[src/rtl/uart_regs_pkg.sv]
// rtl/uart_regs_pkg.sv - register offsets, status bits, response codes and TX state type
package uart_regs_pkg;

  localparam logic [3:0] OFF_TXDATA  = 4'h0;
  localparam logic [3:0] OFF_BAUDDIV = 4'h4;
  localparam logic [3:0] OFF_STATUS  = 4'h8;

  localparam int STAT_BUSY    = 0;
  localparam int STAT_OVERRUN = 1;

  localparam logic [1:0] RESP_OKAY   = 2'b00;
  localparam logic [1:0] RESP_SLVERR = 2'b10;
  localparam logic [1:0] RESP_DECERR = 2'b11;

  typedef enum logic [1:0] {IDLE, START, DATA, STOP} tx_state_t;

  // Misalignment is checked before the window so 0x0D reports SLVERR, not DECERR.
  function automatic logic [1:0] addr_resp(input logic [3:0] addr);
    if (addr[1:0] != 2'b00) return RESP_SLVERR;
    if (addr >= 4'hC)       return RESP_DECERR;
    return RESP_OKAY;
  endfunction

endpackage

[src/rtl/uart_tx_core.sv]
// rtl/uart_tx_core.sv - 8N1 shift engine, LSB first, bit period div+1 clocks
module uart_tx_core
  import uart_regs_pkg::*;
(
  input  logic        clk,
  input  logic        rst_n,
  input  logic        load,
  input  logic [7:0]  byte_in,
  input  logic [15:0] div_in,
  output logic        busy,
  output logic        done,
  output logic        tx
);

  tx_state_t   state_q, state_d;
  logic [15:0] cnt_q, cnt_d;
  logic [15:0] div_q, div_d;
  logic [2:0]  idx_q, idx_d;
  logic [7:0]  shreg_q, shreg_d;
  logic        tx_q, tx_d;
  logic        busy_q, busy_d;
  logic        bit_end;

  assign bit_end = (cnt_q == div_q);
  // Last cycle of the stop bit: a load here chains the next frame with no idle gap.
  assign done    = (state_q == STOP) && bit_end;
  assign busy    = busy_q;
  assign tx      = tx_q;

  always_comb begin
    state_d = state_q;
    cnt_d   = cnt_q;
    div_d   = div_q;
    idx_d   = idx_q;
    shreg_d = shreg_q;
    tx_d    = tx_q;
    busy_d  = busy_q;
    if (state_q != IDLE) cnt_d = bit_end ? 16'd0 : cnt_q + 16'd1;
    case (state_q)
      START: if (bit_end) begin
        state_d = DATA;
        idx_d   = 3'd0;
        tx_d    = shreg_q[0];
      end
      DATA: if (bit_end) begin
        if (idx_q == 3'd7) begin
          state_d = STOP;
          tx_d    = 1'b1;
        end else begin
          idx_d   = idx_q + 3'd1;
          shreg_d = {1'b0, shreg_q[7:1]};
          tx_d    = shreg_q[1];
        end
      end
      STOP: if (bit_end) begin
        state_d = IDLE;
        busy_d  = 1'b0;
        tx_d    = 1'b1;
      end
      default: ;
    endcase
    if (load && ((state_q == IDLE) || done)) begin
      state_d = START;
      cnt_d   = 16'd0;
      div_d   = div_in;
      idx_d   = 3'd0;
      shreg_d = byte_in;
      tx_d    = 1'b0;
      busy_d  = 1'b1;
    end
  end

  always_ff @(posedge clk or negedge rst_n) begin
    if (!rst_n) begin
      state_q <= IDLE;
      cnt_q   <= 16'd0;
      div_q   <= 16'd0;
      idx_q   <= 3'd0;
      shreg_q <= 8'd0;
      tx_q    <= 1'b1;
      busy_q  <= 1'b0;
    end else begin
      state_q <= state_d;
      cnt_q   <= cnt_d;
      div_q   <= div_d;
      idx_q   <= idx_d;
      shreg_q <= shreg_d;
      tx_q    <= tx_d;
      busy_q  <= busy_d;
    end
  end

endmodule

[src/rtl/axi_lite_uart_tx.sv]
// rtl/axi_lite_uart_tx.sv - AXI-Lite register slave driving an 8N1 UART transmitter
module axi_lite_uart_tx
  import uart_regs_pkg::*;
#(
  parameter int          AW          = 32,
  parameter int          DW          = 32,
  parameter logic [15:0] BAUDDIV_RST = 16'd867
) (
  input  logic            ACLK,
  input  logic            ARESETn,
  input  logic [AW-1:0]   S_AWADDR,
  input  logic            S_AWVALID,
  output logic            S_AWREADY,
  input  logic [DW-1:0]   S_WDATA,
  input  logic [DW/8-1:0] S_WSTRB,
  input  logic            S_WVALID,
  output logic            S_WREADY,
  output logic [1:0]      S_BRESP,
  output logic            S_BVALID,
  input  logic            S_BREADY,
  input  logic [AW-1:0]   S_ARADDR,
  input  logic            S_ARVALID,
  output logic            S_ARREADY,
  output logic [DW-1:0]   S_RDATA,
  output logic [1:0]      S_RRESP,
  output logic            S_RVALID,
  input  logic            S_RREADY,
  output logic            uart_tx
);

  logic          aw_held_q, aw_held_d;
  logic [3:0]    awaddr_q, awaddr_d;
  logic          w_held_q, w_held_d;
  logic [15:0]   wdata_q, wdata_d;
  logic [1:0]    wstrb_q, wstrb_d;
  logic          bvalid_q, bvalid_d;
  logic [1:0]    bresp_q, bresp_d;
  logic          rvalid_q, rvalid_d;
  logic [1:0]    rresp_q, rresp_d;
  logic [DW-1:0] rdata_q, rdata_d;
  logic [15:0]   bauddiv_q, bauddiv_d;
  logic          overrun_q, overrun_d;
  logic          commit, overrun_set, core_load, tx_busy, tx_done;
  logic [1:0]    wr_resp, rd_resp;
  logic          unused_bits;

  assign unused_bits = ^{S_AWADDR[AW-1:4], S_ARADDR[AW-1:4], S_WDATA[DW-1:16], S_WSTRB[DW/8-1:2]};

  assign S_AWREADY = !aw_held_q && !bvalid_q;
  assign S_WREADY  = !w_held_q && !bvalid_q;
  assign S_ARREADY = !rvalid_q;
  assign S_BVALID  = bvalid_q;
  assign S_BRESP   = bresp_q;
  assign S_RVALID  = rvalid_q;
  assign S_RRESP   = rresp_q;
  assign S_RDATA   = rdata_q;
  assign commit    = aw_held_q && w_held_q && !bvalid_q;
  assign wr_resp   = addr_resp(awaddr_q);
  assign rd_resp   = addr_resp(S_ARADDR[3:0]);

  always_comb begin
    aw_held_d   = aw_held_q;
    awaddr_d    = awaddr_q;
    w_held_d    = w_held_q;
    wdata_d     = wdata_q;
    wstrb_d     = wstrb_q;
    bvalid_d    = bvalid_q;
    bresp_d     = bresp_q;
    bauddiv_d   = bauddiv_q;
    overrun_d   = overrun_q;
    overrun_set = 1'b0;
    core_load   = 1'b0;
    if (S_AWVALID && S_AWREADY) begin
      aw_held_d = 1'b1;
      awaddr_d  = S_AWADDR[3:0];
    end
    if (S_WVALID && S_WREADY) begin
      w_held_d = 1'b1;
      wdata_d  = S_WDATA[15:0];
      wstrb_d  = S_WSTRB[1:0];
    end
    if (bvalid_q && S_BREADY) bvalid_d = 1'b0;
    if (commit) begin
      aw_held_d = 1'b0;
      w_held_d  = 1'b0;
      bvalid_d  = 1'b1;
      bresp_d   = wr_resp;
      if (wr_resp == RESP_OKAY) begin
        case (awaddr_q)
          OFF_TXDATA: if (wstrb_q[0]) begin
            // A frame finishing this very cycle counts as free.
            if (!tx_busy || tx_done) core_load = 1'b1;
            else begin
              bresp_d     = RESP_SLVERR;
              overrun_set = 1'b1;
            end
          end
          OFF_BAUDDIV: begin
            if (wstrb_q[0]) bauddiv_d[7:0]  = wdata_q[7:0];
            if (wstrb_q[1]) bauddiv_d[15:8] = wdata_q[15:8];
          end
          OFF_STATUS: if (wstrb_q[0] && wdata_q[STAT_OVERRUN]) overrun_d = 1'b0;
          default: ;
        endcase
      end
    end
    if (overrun_set) overrun_d = 1'b1;
  end

  always_comb begin
    rvalid_d = rvalid_q;
    rresp_d  = rresp_q;
    rdata_d  = rdata_q;
    if (rvalid_q && S_RREADY) rvalid_d = 1'b0;
    if (S_ARVALID && S_ARREADY) begin
      rvalid_d = 1'b1;
      rresp_d  = rd_resp;
      rdata_d  = '0;
      if (rd_resp == RESP_OKAY) begin
        case (S_ARADDR[3:0])
          OFF_BAUDDIV: rdata_d[15:0] = bauddiv_q;
          OFF_STATUS: begin
            rdata_d[STAT_BUSY]    = tx_busy;
            rdata_d[STAT_OVERRUN] = overrun_q;
          end
          default: ;
        endcase
      end
    end
  end

  always_ff @(posedge ACLK or negedge ARESETn) begin
    if (!ARESETn) begin
      aw_held_q <= 1'b0;
      awaddr_q  <= 4'd0;
      w_held_q  <= 1'b0;
      wdata_q   <= 16'd0;
      wstrb_q   <= 2'd0;
      bvalid_q  <= 1'b0;
      bresp_q   <= RESP_OKAY;
      rvalid_q  <= 1'b0;
      rresp_q   <= RESP_OKAY;
      rdata_q   <= '0;
      bauddiv_q <= BAUDDIV_RST;
      overrun_q <= 1'b0;
    end else begin
      aw_held_q <= aw_held_d;
      awaddr_q  <= awaddr_d;
      w_held_q  <= w_held_d;
      wdata_q   <= wdata_d;
      wstrb_q   <= wstrb_d;
      bvalid_q  <= bvalid_d;
      bresp_q   <= bresp_d;
      rvalid_q  <= rvalid_d;
      rresp_q   <= rresp_d;
      rdata_q   <= rdata_d;
      bauddiv_q <= bauddiv_d;
      overrun_q <= overrun_d;
    end
  end

  uart_tx_core u_core (
    .clk     (ACLK),
    .rst_n   (ARESETn),
    .load    (core_load),
    .byte_in (wdata_q[7:0]),
    .div_in  (bauddiv_q),
    .busy    (tx_busy),
    .done    (tx_done),
    .tx      (uart_tx)
  );

endmodule

[config.mk]
export PLATFORM = sky130hd
export DESIGN_NAME = axi_lite_uart_tx
export DESIGN_NICKNAME = d
export VERILOG_FILES = /design/src/rtl/uart_regs_pkg.sv /design/src/rtl/uart_tx_core.sv /design/src/rtl/axi_lite_uart_tx.sv
export SDC_FILE = /design/constraint.sdc
export NUM_CORES = 1
export LEC_CHECK = 0
export CAP_MARGIN = 20
export CORE_MARGIN = 1
export CORE_UTILIZATION = 39
export DETAILED_ROUTE_END_ITERATION = 6
export PLACE_DENSITY = 0.78
export SETUP_SLACK_MARGIN = 0.15
export SLEW_MARGIN = 20
export SYNTH_ARGS = -nofsm -noshare
export SYNTH_HDL_FRONTEND = slang
export SYNTH_SLANG_ARGS = --single-unit
[constraint.sdc]
create_clock -name ACLK -period 3.8 [get_ports ACLK]
set_input_delay 0.95 -clock ACLK [delete_from_list [all_inputs] [get_ports ACLK]]
set_output_delay 0.95 -clock ACLK [all_outputs]
set_load 0.1 [all_outputs]
==> metrics.md <==
| Metric | Value |
|---|---|
| Max-slew headroom | `between 20% and 30%` |
| Final Cycle Share | `76.3%` |
| Vias per cell | `5.08` |
| Worst-case clock buffer depth | `2` |
| Final hold violation count | `0` |
| DRT iter0 DRCs | `214` |
| RR Endpoint | `u_core.tx$_DFFE_PN1P_` |
| Finish-stage setup viols | `0` |
| Min Hold Slack | `around 0.48 ns` |
| Worst R2R Start | `awaddr_q[2]$_DFFE_PN0P_` |
| Pre-CTS setup slack | `about 0.91 ns` |
| Synth-to-layout area growth | `18.9%` |
| H-tree depth | `3` |
| CTS buffer count | `9` |
| Input/output buffers | `58` |
| DR pass1 iterations | `4` |
| Main synth FF type | `dfrtp_1` |
| Register area share after synthesis | `54.3%` |
| Area contributors post-synth | `dfrtp_1, mux2_2, xor2_1, dfstp_2, mux2_4` |
| Crit Path Class | `reg2out` |
| Sink Count | `110` |
| Hold Path Class | `in2async` |
| Cell Pwr Density | `599 nW/um^2` |
| Final net count | `606` |
| Top Ports | `149` |
| CP Buf/Inv Count | `2` |
| Antenna violations before repair | `0` |
| Max-slew violations | `0` |
| Largest area contributor in the netlist | `dfrtp_1` |
| Root Driver | `clkbuf_16` |
| Total power | `3.62 mW` |
| HPWL after detailed placement | `roughly 7000 um` |
| Post-synth EDFFs | `0` |
| Post-Place Cells | `657` |
| RD Place Congestion | `0.808` |
| Reg2reg path depth | `5` |
| Area after DPL | `5760 um^2` |
| Setup TNS Final | `0 ns` |
| Setup Skew | `0.0103 ns` |
| Worst endpoint required time | `2.85 ns` |
| Drt total wl | `approximately 10,000 um` |
| Ant. Diodes | `0` |
| MaxCap Viol Count | `0` |
| ANT nets after route | `0` |
| Final Cell Area | `6050 um^2` |
| Fin cells | `between 600 and 700` |
| Worst EP arrival | `1.95 ns` |
| Tmin final | `slightly below 3 ns` |
| First-pass GRT wire length | `16,400 um` |
| Worst path max stage delay | `1.13 ns` |
| Synth cell types | `54` |
| Via count | `3,420` |
| Share of cells above drive strength 1 | `between 10% and 20%` |
| CP Capture Type | `output port` |
| Die Height | `116 um` |
| CTS tree | `built` |
| DRC violations left | `0` |
| Post-Syn Area | `5090 um^2` |
| R2r setup slk | `0.91 ns` |
| Critical Path Fanout Max | `3` |
| Leak | `2.77 nW` |
| Post-synthesis sequential element count | `between 100 and 150` |
| Top-area cell type share of the netlist area | `50.7%` |
| Worst setup SP type | `register` |
| CTS resizes | `0` |
| Clock transition at path regs | `about 0.080 ns` |
| RSZ-0062 raised after global routing | `no` |
| Largest net degree at the start of global routing | `90` |
| CP top delay family | `buffers and inverters` |
| Congestion Overflow GR | `0` |
| YS warnings | `0` |
| CP Cell Sequence | `inv_1, clkdlybuf4s50_1` |
| Setup Buffers After CTS | `0` |
| Finished Core Util | `a little under half` |
| Max Freq | `about 340 MHz` |
| Worst slew pin tran | `1.13 ns` |
| # rows | `41` |
| Die W | `roughly 120 um` |
| Setup ws final | `0.899 ns` |
| Outcome | `finished, final reports clean` |
| Die area | `13,500 um^2` |
| Wire per inst | `14.9 um` |
| GRT Resource Usage Total | `~16%` |
| Initial Utilization | `40.2%` |
| Instance count of the mapped netlist | `443` |
| CP Depth | `2` |
| Critical path's slowest cell | `clkdlybuf4s50_1` |
| Asr flop ratio synth | `100%` |
| Worst vdd ir | `~0.45 mV` |
| Placeable Area | `12,700 um^2` |
| Syn_area_per_cell | `11.5 um^2` |
| Via count of the first global-routing pass | `3,210` |
| Clock Latency Late Sink | `0.36 ns` |
| Post-CTS Hold Fix Bufs | `0` |
worst max path at each step:
stage	start	endpoint	slack, ns
after detailed placement	awaddr_q[2]$_DFFE_PN0P_	u_core.tx$_DFFE_PN1P_	0.91
after global placement	awaddr_q[2]$_DFFE_PN0P_	u_core.tx$_DFFE_PN1P_	1.07
after global routing	awaddr_q[2]$_DFFE_PN0P_	u_core.tx$_DFFE_PN1P_	0.72
final	S_RVALID$_DFFE_PN0P_	S_ARREADY	0.90
after floorplan	S_BVALID$_DFFE_PN0P_	wdata_q[10]$_DFFE_PN0P_	0.26
after CTS	S_RVALID$_DFFE_PN0P_	S_ARREADY	0.88
synth_stat cells (2+ instances only):
library cell and n:
a22o_1 18, nand2_1 39, or3_1 2, o31ai_1 2, inv_1 14, o21ai_0 29
dfrtp_1 103, nor3_1 6, xor2_1 22, and3_1 3, nor2b_1 6, mux2_2 29
buf_1 2, nand3b_1 3, buf_4 16, a221o_1 2, buf_2 3, dfstp_2 7
a21oi_1 12, nand3_1 9, clkbuf_1 14, nor4_1 7, ha_1 3, mux2_4 11
a32oi_1 7, nand4_1 6, o211ai_1 2, a21o_1 2, nor2_1 23, buf_6 2
xnor2_1 7, and4_1 2, mux2i_1 4, or2_2 6
layout make-up:
cell class,instances,area (um^2)
clock buffers,10,229
clock inverters,6,65.1
fillers,1134,6620
inverters,15,56.3
multi-input cells,295,2090
flip-flops and latches,110,2760
well taps,172,215
repair buffers,65,636
per-layer routing:
| layer | track usage, % | part of all wire, % | vias up |
|---|---|---|---|
| met5 | 0 | 0 | - |
| li1 | - | - | 1622 |
| met4 | 4.36 | 1.2 | 0 |
| met2 | 24.2 | 45 | 99 |
| met3 | 3.79 | 5.0 | 10 |
| met1 | 22.5 | 49 | 1689 |
placed cells by master, fill, tap and decap left out, types with 2 or more instances in the layout:
| cell | n |
|---|---|
| a21o_1 | 2 |
| a21oi_1 | 12 |
| a221o_1 | 2 |
| a22o_1 | 18 |
| a32oi_1 | 7 |
| and3_1 | 3 |
| and4_1 | 2 |
| buf_4 | 10 |
| clkbuf_16 | 9 |
| clkdlybuf4s50_1 | 54 |
| clkinv_4 | 2 |
| conb_1 | 16 |
| dfrtp_1 | 103 |
| dfstp_2 | 7 |
| ha_1 | 3 |
| inv_1 | 14 |
| inv_8 | 2 |
| mux2_2 | 29 |
| mux2_4 | 11 |
| mux2i_1 | 4 |
| nand2_1 | 39 |
| nand3_1 | 9 |
| nand3b_1 | 3 |
| nand4_1 | 6 |
| nor2_1 | 23 |
| nor2b_1 | 6 |
| nor3_1 | 6 |
| nor4_1 | 7 |
| o211ai_1 | 2 |
| o21ai_0 | 29 |
| o31ai_1 | 2 |
| or2_2 | 6 |
| or3_1 | 2 |
| xnor2_1 | 7 |
| xor2_1 | 22 |
where the power goes:
| part | switching [mW] | internal, mW |
|---|---|---|
| registers | 0.168 | 1.43 |
| logic | 0.747 | 0.352 |
| clock network | 0.457 | 0.465 |
cell families after synthesis:
| kind of cell | share of synthesized area, % |
|---|---|
| flip-flops | 54.3 |
| AND/OR/NAND/NOR | 12.2 |
| multiplexers | 10.5 |
| AO/OA/AOI/OAI | 11.5 |
| adder cells (fa/ha/maj) | 0.738 |
| buffers and inverters | 5.78 |
| other | 0.0737 |
| XOR/XNOR | 4.99 |
sequential cells by signal, summed over array words and instances (netlist names), 2 cells and up:
| signal | flops |
|---|---|
| wstrb_q | 2 |
| S_RRESP | 2 |
| wdata_q | 16 |
| S_RDATA | 16 |
| S_BRESP | 2 |
| u_core.div_q | 16 |
| u_core.idx_q | 3 |
| awaddr_q | 4 |
| u_core.cnt_q | 16 |
| u_core.state_q | 2 |
| bauddiv_q | 16 |
| u_core.shreg_q | 8 |
worst reg2reg max path: cells and delay by family, from the launching register on:
kind,cells,cell delay (ns)
and+or+nand+nor,3,1.33
AOI/OAI and AO/OA,2,1.02
DFF,1,0.44
Power figures use the tool's default switching activity.
